===== config.mk =====
export PLATFORM = sky130hd
export DESIGN_NAME = imem_loader
export DESIGN_NICKNAME = d
export VERILOG_FILES = /design/src/rtl/imem_loader.sv
export SDC_FILE = /design/constraint.sdc
export NUM_CORES = 1
export LEC_CHECK = 0
export ABC_AREA = 1
export CORE_MARGIN = 10
export CORE_UTILIZATION = 50
export DETAILED_ROUTE_END_ITERATION = 8
export PLACE_DENSITY_LB_ADDON = 0.08
export SYNTH_ARGS = -nofsm -noshare
export SYNTH_HDL_FRONTEND = slang
export SYNTH_SLANG_ARGS = --single-unit

===== constraint.sdc =====
create_clock -name CLK -period 2.4 [get_ports CLK]
set_clock_uncertainty 0.2 [all_clocks]
set_input_delay 0.48 -clock CLK [delete_from_list [all_inputs] [get_ports CLK]]
set_output_delay 0.48 -clock CLK [all_outputs]
set_load 0.05 [all_outputs]

===== src/rtl/imem_loader.sv =====
// UART frame loader for the instruction memory.
// Receives SYNC, length N, 4*N little-endian data bytes and an XOR checksum.
// Each completed word is written to imem, and the core is held in reset while
// a frame is in flight.
module imem_loader #(
    parameter int         MEM_WORDS = 14,
    parameter logic [7:0] SYNC_BYTE = 8'hA5
) (
    input  logic        CLK,
    input  logic        RST_N,
    input  logic        rx_valid,
    input  logic [7:0]  rx_data,
    input  logic [31:0] core_pc,
    output logic        imem_we,
    output logic [31:0] imem_a,
    output logic [31:0] imem_wd,
    output logic        core_rst_n,
    output logic        busy,
    output logic        done,
    output logic        err
);

    typedef enum logic [1:0] {IDLE, LEN, DATA, CSUM} state_t;

    localparam logic [7:0] MAX_N = 8'(MEM_WORDS);

    state_t      state_q, state_d;
    logic [7:0]  len_q, len_d;
    logic [7:0]  widx_q, widx_d;
    logic [1:0]  bcnt_q, bcnt_d;
    logic [7:0]  csum_q, csum_d;
    logic [23:0] asm_q, asm_d;
    logic [31:0] addr_q, addr_d;
    logic [31:0] wd_q, wd_d;
    logic        we_q, we_d;
    logic        done_q, done_d;
    logic        err_q, err_d;
    logic        crst_n_q, crst_n_d;

    // Next-state and registered-output logic; only strobed bytes advance the frame.
    always_comb begin
        state_d  = state_q;
        len_d    = len_q;
        widx_d   = widx_q;
        bcnt_d   = bcnt_q;
        csum_d   = csum_q;
        asm_d    = asm_q;
        addr_d   = addr_q;
        wd_d     = wd_q;
        we_d     = 1'b0;
        done_d   = 1'b0;
        err_d    = err_q;
        crst_n_d = crst_n_q;
        if (rx_valid) begin
            unique case (state_q)
                IDLE: begin
                    if (rx_data == SYNC_BYTE) begin
                        state_d  = LEN;
                        crst_n_d = 1'b0;
                        err_d    = 1'b0;
                        widx_d   = '0;
                        bcnt_d   = '0;
                        csum_d   = '0;
                        addr_d   = '0;
                    end
                end
                LEN: begin
                    if (rx_data != 8'd0 && rx_data <= MAX_N) begin
                        state_d = DATA;
                        len_d   = rx_data;
                    end else begin
                        // Bad length: abort, keep the core held until a good frame lands.
                        state_d = IDLE;
                        err_d   = 1'b1;
                    end
                end
                DATA: begin
                    csum_d = csum_q ^ rx_data;
                    bcnt_d = bcnt_q + 2'd1;
                    if (bcnt_q == 2'd3) begin
                        we_d   = 1'b1;
                        wd_d   = {rx_data, asm_q};
                        addr_d = {22'd0, widx_q, 2'b00};
                        widx_d = widx_q + 8'd1;
                        if (widx_q == len_q - 8'd1) state_d = CSUM;
                    end else begin
                        asm_d[8*bcnt_q +: 8] = rx_data;
                    end
                end
                CSUM: begin
                    state_d = IDLE;
                    if (rx_data == csum_q) begin
                        done_d   = 1'b1;
                        crst_n_d = 1'b1;
                    end else begin
                        err_d = 1'b1;
                    end
                end
                default: state_d = IDLE;
            endcase
        end
    end

    // State registers; reset aborts any frame in flight and releases the core.
    always_ff @(posedge CLK or negedge RST_N) begin
        if (!RST_N) begin
            state_q  <= IDLE;
            len_q    <= '0;
            widx_q   <= '0;
            bcnt_q   <= '0;
            csum_q   <= '0;
            asm_q    <= '0;
            addr_q   <= '0;
            wd_q     <= '0;
            we_q     <= 1'b0;
            done_q   <= 1'b0;
            err_q    <= 1'b0;
            crst_n_q <= 1'b1;
        end else begin
            state_q  <= state_d;
            len_q    <= len_d;
            widx_q   <= widx_d;
            bcnt_q   <= bcnt_d;
            csum_q   <= csum_d;
            asm_q    <= asm_d;
            addr_q   <= addr_d;
            wd_q     <= wd_d;
            we_q     <= we_d;
            done_q   <= done_d;
            err_q    <= err_d;
            crst_n_q <= crst_n_d;
        end
    end

    assign busy       = (state_q != IDLE);
    assign imem_we    = we_q;
    assign imem_wd    = wd_q;
    assign done       = done_q;
    assign err        = err_q;
    assign core_rst_n = crst_n_q;
    // The last write of a frame lands after the FSM is already heading back,
    // so the pending write also claims the address port.
    assign imem_a     = (busy || we_q) ? addr_q : core_pc;

endmodule


==> results of run 1 <==
worst max path at each step:
stage	from	endpoint	slack, ns	cells after the start
floorplan	state_q[0]$_DFFE_PN0P_	imem_a[2]	-0.05	6
CTS	register	imem_a[26]	-0.15	7
detailed placement	rx_valid	imem_wd[8]$_DFFE_PN0P_	0.04	8
global route	register	imem_a[27]	-0.23	7
finish	register	imem_a[27]	-0.15	7
global placement	rx_data[3]	widx_q[7]$_DFFE_PN0P_	0.07	11
metrics by stage:
stage	std cells	hold slack [ns]	area, um2	utilization
after detailed placement	808	0.2782	6675	0.7190
after CTS	840	0.3069	7138	0.7689
after global routing	845	0.3272	7208	0.7764
after floorplan	572	-0.01559	5044	-
after global placement	808	0.2717	6675	0.7190
final	845	0.2974	7208	0.7764
worst max-delay path, stage by stage, from the launching register on:
cell     delay (ns)
dfrtp_1        0.42
nor2_2         0.15
inv_2          0.07
or2_4          0.28
buf_6          0.15
buf_16         0.15
nor2_4         0.12
buf_12         0.15
synth_stat cells (all sizes together):
master / count
nand4: 9
nand2: 94
nor2: 70
xor2: 3
inv: 98
a21oi: 9
clkbuf: 7
dfrtp: 95
or2: 2
o31ai: 4
and3: 4
o22ai: 8
nand3: 37
dfstp: 1
xnor2: 12
o311ai: 1
o21ai: 91
ha: 7
nor3: 1
buf: 19
flip-flops by register name, indices dropped and copies added, names as in the netlist, named ones only:
register,cells
done,1
widx_q,8
addr_q,8
imem_wd,32
csum_q,8
asm_q,24
core_rst_n,1
len_q,8
imem_we,1
err,1
state_q,1
bcnt_q,2
layer usage:
| layer | wire length [um] | GRT usage |
|---|---|---|
| met5 | 0 | 0 |
| met4 | 98 | 0.03941 |
| met3 | 789 | 0.04604 |
| met2 | 6839 | 0.3290 |
| met1 | 6013 | 0.2626 |
area by class of cell:
| class | instances | share of cell area |
|---|---|---|
| Clock inverter | 7 | 0.01128 |
| Tap cell | 129 | 0.02239 |
| Timing Repair Buffer | 154 | 0.2697 |
| Clock buffer | 9 | 0.01718 |
| Inverter | 98 | 0.05242 |
| Multi-Input combinational cell | 352 | 0.2935 |
| Sequential cell | 96 | 0.3334 |
cell families after synthesis:
kind of cell	after synthesis	share of synthesized area
AND/OR/NAND/NOR	217	0.2016
buffers and inverters	124	0.1195
AO/OA/AOI/OAI	113	0.1310
flip-flops	96	0.5022
XOR/XNOR	15	0.02745
adder cells (fa/ha/maj)	7	0.01830
power groups by stage:
stage               clock, mW  combinational, mW  sequential, mW
finish                   1.09               5.78            2.27
global route             1.17               6.12            2.32
CTS                      1.11               5.67            2.26
detailed placement          0               5.10            2.30
global placement            0               5.03            2.28
floorplan                   0               2.60            2.70
what timing repair did:
action | CTS | global route
hold endpoints to repair | 95 | 0
hold buffers | 1 | 0
pin swaps | 11 | 7
setup endpoints to repair | 32 | 32
gates cloned | 2 | 1
setup buffers | 13 | 4
gates resized for setup | 21 | 4
==> results.toml, run 1 <==
[clock_tree]
clk_path_buf_depth = 2
cts_root_buffer = "clkbuf_8"
htree_levels = 3
numCtsBuffers = 9
clock_sinks = 96
clkLatencyLatePin_ns = 0.38
clk_pin_slew_ns = 0.11
cts_tree = "yes"

[setup_path]
cp-end-kind = "output pin"
r2r_cells = 11
reg2reg_to = "imem_wd[8]$_DFFE_PN0P_"
crit_type = "register to output pin"
cp_data_arrival_time_ns = 1.87
cp-start-kind = "register"
reg2reg_slack_ns = 0.29
critPathRequiredTime_ns = 1.72
crit_fanout = 6

[global_routing]
grt_pass1_vias = 4226
grt-ovfl-total = 0
grt_pass1_wl_um = 22930
antenna_found_initial = 0
track_usage = 0.1998
grt_start_max_net_pins = 97

[yosys]
ys_top_cells_by_area = "dfrtp_1 50%, inv_1 7.3%, nand2_1 7.3%"
synth_area_um2 = 4786
yosys_warnings = 0
synth.top_cell.area_share = 0.4967
ys_seq_area_frac = 0.5022
ys_ff_latch = 96
synth_nets = 622
synth_cell_types = 35
yosys.area.top_type = "dfrtp_1"
syn_area_per_cell_um2 = 8.367
netlist_instances = 572

[routing]
dr.pass1.iters = 5
wl_per_cell_um = 16.26
drc = 0
first_iter_violations = 367
drt-total-wl_um = 13740
ant_nets = 0
via_count = 4299
viasPerCell = 5.088

[power]
p_sw_mw = 4.173
swShare = 0.4567
power.internal_mw = 4.964
power_density_nw_per_um2 = 1268
p_leak_nw = 3.377
clkPwrFrac = 0.119
peakVddDrop_mv = 0.8192
pwr-share-comb = 0.633
power_mw = 9.137
p_seq_frac = 0.248

[timing]
relSlewSlack = 0.5987
setup_slack_ns = -0.1542
slew_violations = 0
finalWorstPathRequiredPeriod_ns = 2.554
fin_crit_sh = 1.064
finalHoldViolations = 0
setup_tns_ns = -3.923
finalSetupViolCount = 32
rsz0062_at_grt = "yes"
fmax_mhz = 391.5
worst_pin_slew_ns = 0.6000

[final_layout]
ff_latch_area_um2 = 2404
syn_to_final_growth_pct = 50.61
diodes = 0
fillers = 624
layout_commonest_cell = "dfrtp_1"
layout_common_cells = "95 x dfrtp_1, 93 x inv_1, 93 x nand2_1"
multi_input_area_um2 = 2116
layout.nets = 761
drive_gt1_frac = 0.2221

[floorplanning]
die_h_um = 117.8
num_io_pins = 112
core_area_um2 = 9284
start_util = 0.5155
rows = 35
die_w_um = 117.8
die_area_um2 = 13890

[flow_run]
max_cap_violations = 0

[outcome]
status = "finished with violations"
violations = "setup timing"

[worst_hold_path]
min_path_cells = 2
hp-start = "imem_wd[14]$_DFFE_PN0P_"
hold_end = "imem_wd[14]$_DFFE_PN0P_"
holdCritPathClass = "register to register"

[placed_design]
dp_hpwl_um = 10080
numPortBuffers = 111
place_ws_ns = 0.03864
gp_congestion = 0.8909
(Power assumes the default switching activity.)
==> run 2: changes to the inputs <==
--- a/config.mk
+++ b/config.mk
@@ -9,7 +9,9 @@
 export CORE_MARGIN = 10
 export CORE_UTILIZATION = 50
 export DETAILED_ROUTE_END_ITERATION = 8
+export GPL_ROUTABILITY_DRIVEN = 1
 export PLACE_DENSITY_LB_ADDON = 0.08
+export SLEW_MARGIN = 30
 export SYNTH_ARGS = -nofsm -noshare
 export SYNTH_HDL_FRONTEND = slang
 export SYNTH_SLANG_ARGS = --single-unit
==> results of run 2 <==
No change in the layout: final DEF, timing and power equal those of run 1.
==> edit 1 (config.mk and constraints of run 1) <==
Put a register stage on the output `imem_a`, cleared by the reset. The value now appears one clock later. The other outputs are not delayed to match.
--- a/src/rtl/imem_loader.sv
+++ b/src/rtl/imem_loader.sv
@@ -142,3 +142,9 @@
     // so the pending write also claims the address port.
-    assign imem_a     = (busy || we_q) ? addr_q : core_pc;
+    always_ff @(posedge CLK or negedge RST_N) begin
+        if (!RST_N) begin
+            imem_a <= '0;
+        end else begin
+            imem_a <= (busy || we_q) ? addr_q : core_pc;
+        end
+    end
 
Check against the original RTL: not equivalent (Yosys sat finds a counterexample within 4 cycles, from zero or initial values and one cycle with RST_N low).
==> edit 1 against run 1 <==
Synthesized area is 16% higher. First-iteration DRC count rose by 27%. Sequential cell count increased by 32. Power up 2.5%. Count of clock-buffer cells in the layout up 9. Wire length grew 5.6%. Setup slack better by 0.20 ns. Final area grew 6.2%. Critical path type unchanged. Highest routed layer unchanged.
==> edit 1: results <==
{
  "status": "completed",
  "grt_pass1_vias": 4652,
  "ctsResizeCount": 3,
  "cpMaxStageDelayCell": "clkdlybuf4s50_1",
  "nFillCells": 804,
  "leakage_nw": 3.95,
  "use_met1_pct": 25.3,
  "fin_nets": 809,
  "synth_area_leaders": "dfrtp_1, nand2_1, inv_1",
  "nClkBuffers": 18,
  "path_max_fanout": 2,
  "hpwl_mm": 10.4,
  "multi_input_area_share_pct": 23.6,
  "routed_via_density": 5.11,
  "postCtsSetupBuffers": 0,
  "r2r_cells": 7,
  "buf_share_pct": 18.3,
  "cts_buffers": 17,
  "synth_common_cells": "dfrtp_1, nand2_1, inv_1",
  "worstSetupEndpoint": "imem_wd[19]",
  "synth_fa_ha_area_share_pct": 1.58,
  "critical-path-top-delay-family": "buffers and inverters",
  "hold_path_end": "imem_a[10]",
  "crit_arrival_ns": 1.68,
  "place_ws_ns": 0.0422,
  "hp-class": "in2reg",
  "grt_use_met3_pct": 6.34,
  "gp_congestion": 0.885,
  "ir_drop_mv": 0.850,
  "synth-seq-cells": 128,
  "clk_pin_slew_worst_paths_ns": 0.06,
  "holdWs_ns": 0.276,
  "synth_compound_area_share_pct": 10.0,
  "n_all_buffers": 135,
  "multi_input_gates": 366,
  "hp-start": "core_pc[10]",
  "ys_seq_area_share_pct": 57.8,
  "grt_pass1_wl_mm": 24.4,
  "rr_endpoint": "asm_q[21]",
  "met2_usage_pct": 27.9,
  "yosys.area_share.xor_xnor_pct": 1.90,
  "fin_crit_ns": 2.36,
  "yosysUniqueCellTypes": 31
}
[edit 1: power by group]
group	internal, mW	switching (mW)
clock network	1.90	0.941
registers	2.74	0.284
logic	1.08	2.42
total	5.71	3.65
[edit 1: per-stage QoR]
step                total power [mW]  area, um2  std cells
floorplan                       5.35       5540        628
global placement                6.48       6930        879
detailed placement              6.55       6930        879
CTS                             9.43       7590        911
global route                    9.88       7650        911
finish                          9.36       7650        911
[edit 1: cell families (layout without fill, tap and decap cells)]
kind of cell             count (synthesis)  in the layout
XOR/XNOR                                12             12
AO/OA/AOI/OAI                          105            105
AND/OR/NAND/NOR                        242            242
buffers and inverters                  134            277
flip-flops                             128            128
adder cells (fa/ha/maj)                  7              7
[edit 1: tightest hold or removal path, delay by kind of cell]
family | cells | cell delay, ns
buf+inv | 2 | 0.45
simple gates | 1 | 0.04
[edit 1: metal layers]
layer | up-vias | routed length [um]
met2 | 178 | 6510
met1 | 2222 | 6660
li1 | 2227 | -
met4 | 0 | 272
met3 | 27 | 1060
met5 | - | 0
==> edit 2 (config.mk and constraints of run 1) <==
Without the edit above. The parameter `MEM_WORDS` goes from 14 to 13.
--- a/src/rtl/imem_loader.sv
+++ b/src/rtl/imem_loader.sv
@@ -5,3 +5,3 @@
 module imem_loader #(
-    parameter int         MEM_WORDS = 14,
+    parameter int         MEM_WORDS = 13,
     parameter logic [7:0] SYNC_BYTE = 8'hA5
Check against the original RTL: not equivalent (Yosys sat finds a counterexample within 4 cycles, from zero or initial values and one cycle with RST_N low).
==> edit 2 against run 1 <==
The flow still finishes with violations (setup timing). Worst hold slack worse by 0.0039 ns. Setup slack better by 0.099 ns. Critical path depth is 2 lower. Synthesized area is 1.7% lower. Wire length is 3.5% lower. Final area is 4.3% lower. Power is 13% lower. Fmax is 4.0% higher. Sequential cell count stayed put. Via count is 0.63% lower.
==> edit 2: results <==
{
  "status": "finished, violations left",
  "violations": "setup timing",
  "layout_commonest_cell": "nand2_1",
  "path_max_fanout": 5,
  "wl_met1_mm": 5.49,
  "routed_via_density": 5.22,
  "fin_ws_ns": -0.0554,
  "synth_area_leaders": "dfrtp_1, o21ai_0, nand2_1",
  "r2r_cells": 9,
  "setup_violations": 32,
  "met3_wirelength_um": 890,
  "grt_pass1_vias": 4183,
  "grt_pass1_wl_mm": 21.3,
  "fin_nets": 752,
  "drive_above_1_share_pct": 17.7,
  "drt-wirelength-per-cell_um": 16.2,
  "hold_path_end": "addr_q[2]",
  "grt_max_degree": 44,
  "rr_endpoint": "asm_q[16]",
  "max_slew_margin_pct": 63.1,
  "rrSetupSlack_ns": 0.32,
  "final.setup.tns_ns": -0.751,
  "leakage_nw": 3.24,
  "gp_congestion": 0.903,
  "drt_iter0_markers": 270
}
-- edit 2: cell types whose count changed after synthesis, sizes merged, moves of 6 or more --
cell	change
a21oi	-9
nor2	-11
o21ai	+6
mux2	+8
buf	-7
nand3	+13
nand2	+19
o22ai	-7
-- edit 2: area by class of cell --
| class | count | area (um2) |
|---|---|---|
| fillers | 670 | 2300 |
| repair buffers | 138 | 1740 |
| flip-flops and latches | 96 | 2400 |
| inverters | 93 | 354 |
| clock buffers | 9 | 124 |
| clock inverters | 7 | 96.3 |
| well taps | 111 | 139 |
| multi-input cells | 364 | 2030 |
-- edit 2: worst max path at each step --
stage,end,slack (ns),cells past startpoint,start
after floorplan,imem_a[11],0.02,7,flip-flop
after global placement,addr_q[3],0.07,12,rx_data[4]
after detailed placement,addr_q[8],-0.03,11,rx_data[0]
after CTS,imem_a[9],-0.09,5,flip-flop
after global routing,imem_a[2],-0.09,5,flip-flop
final,imem_a[9],-0.06,5,flip-flop
-- edit 2: through the flow --
stage	cell area [um2]	power (mW)	setup slack [ns]	std cells	hold slack (ns)
after floorplan	4900	4.96	0.0158	576	-0.0156
after global placement	6580	6.57	0.0650	798	0.265
after detailed placement	6580	6.69	-0.0262	798	0.271
after CTS	6900	8.04	-0.0904	818	0.294
after global routing	6900	8.42	-0.0912	818	0.323
final	6900	7.98	-0.0554	818	0.294
-- edit 2: logic make-up after synthesis --
family                     share of synthesized area, %
xor gates and xnor gates                           2.05
AOI/OAI and AO/OA                                  10.6
buffers and inverters                              10.1
and+or+nand+nor                                    22.4
adders and majority gates                          1.86
DFF                                                51.1
muxes                                              1.92
-- edit 2: metal layers --
layer | vias up | global-route usage [%]
li1 | 2080 | -
met1 | 2014 | 24.8
met2 | 158 | 33.7
met3 | 20 | 3.52
met4 | 0 | 5.52
met5 | - | 0
-- edit 2: timing repair --
action | 4_1_cts | 5_1_grt
pin swaps | 2 | 3
cloned | 2 | 0
hold endpoints to repair | 32 | 0
buffers inserted | 1 | 0
resized for setup | 11 | 0
endpoints found under the setup margin | 32 | 32
hold buffers | 1 | 0
-- edit 2: tightest hold or removal path: stages, from the launching register on --
cell     delay [ns]
dfrtp_1        0.35
nand2_1        0.05
o21ai_0        0.06
-- edit 2: power by group through the flow --
stage	combinational, mW	clock (mW)	sequential (mW)
final	4.54	1.15	2.29
after global routing	4.84	1.24	2.34
after CTS	4.57	1.17	2.29
after detailed placement	4.37	0	2.32
after global placement	4.28	0	2.29
after floorplan	2.28	0	2.68
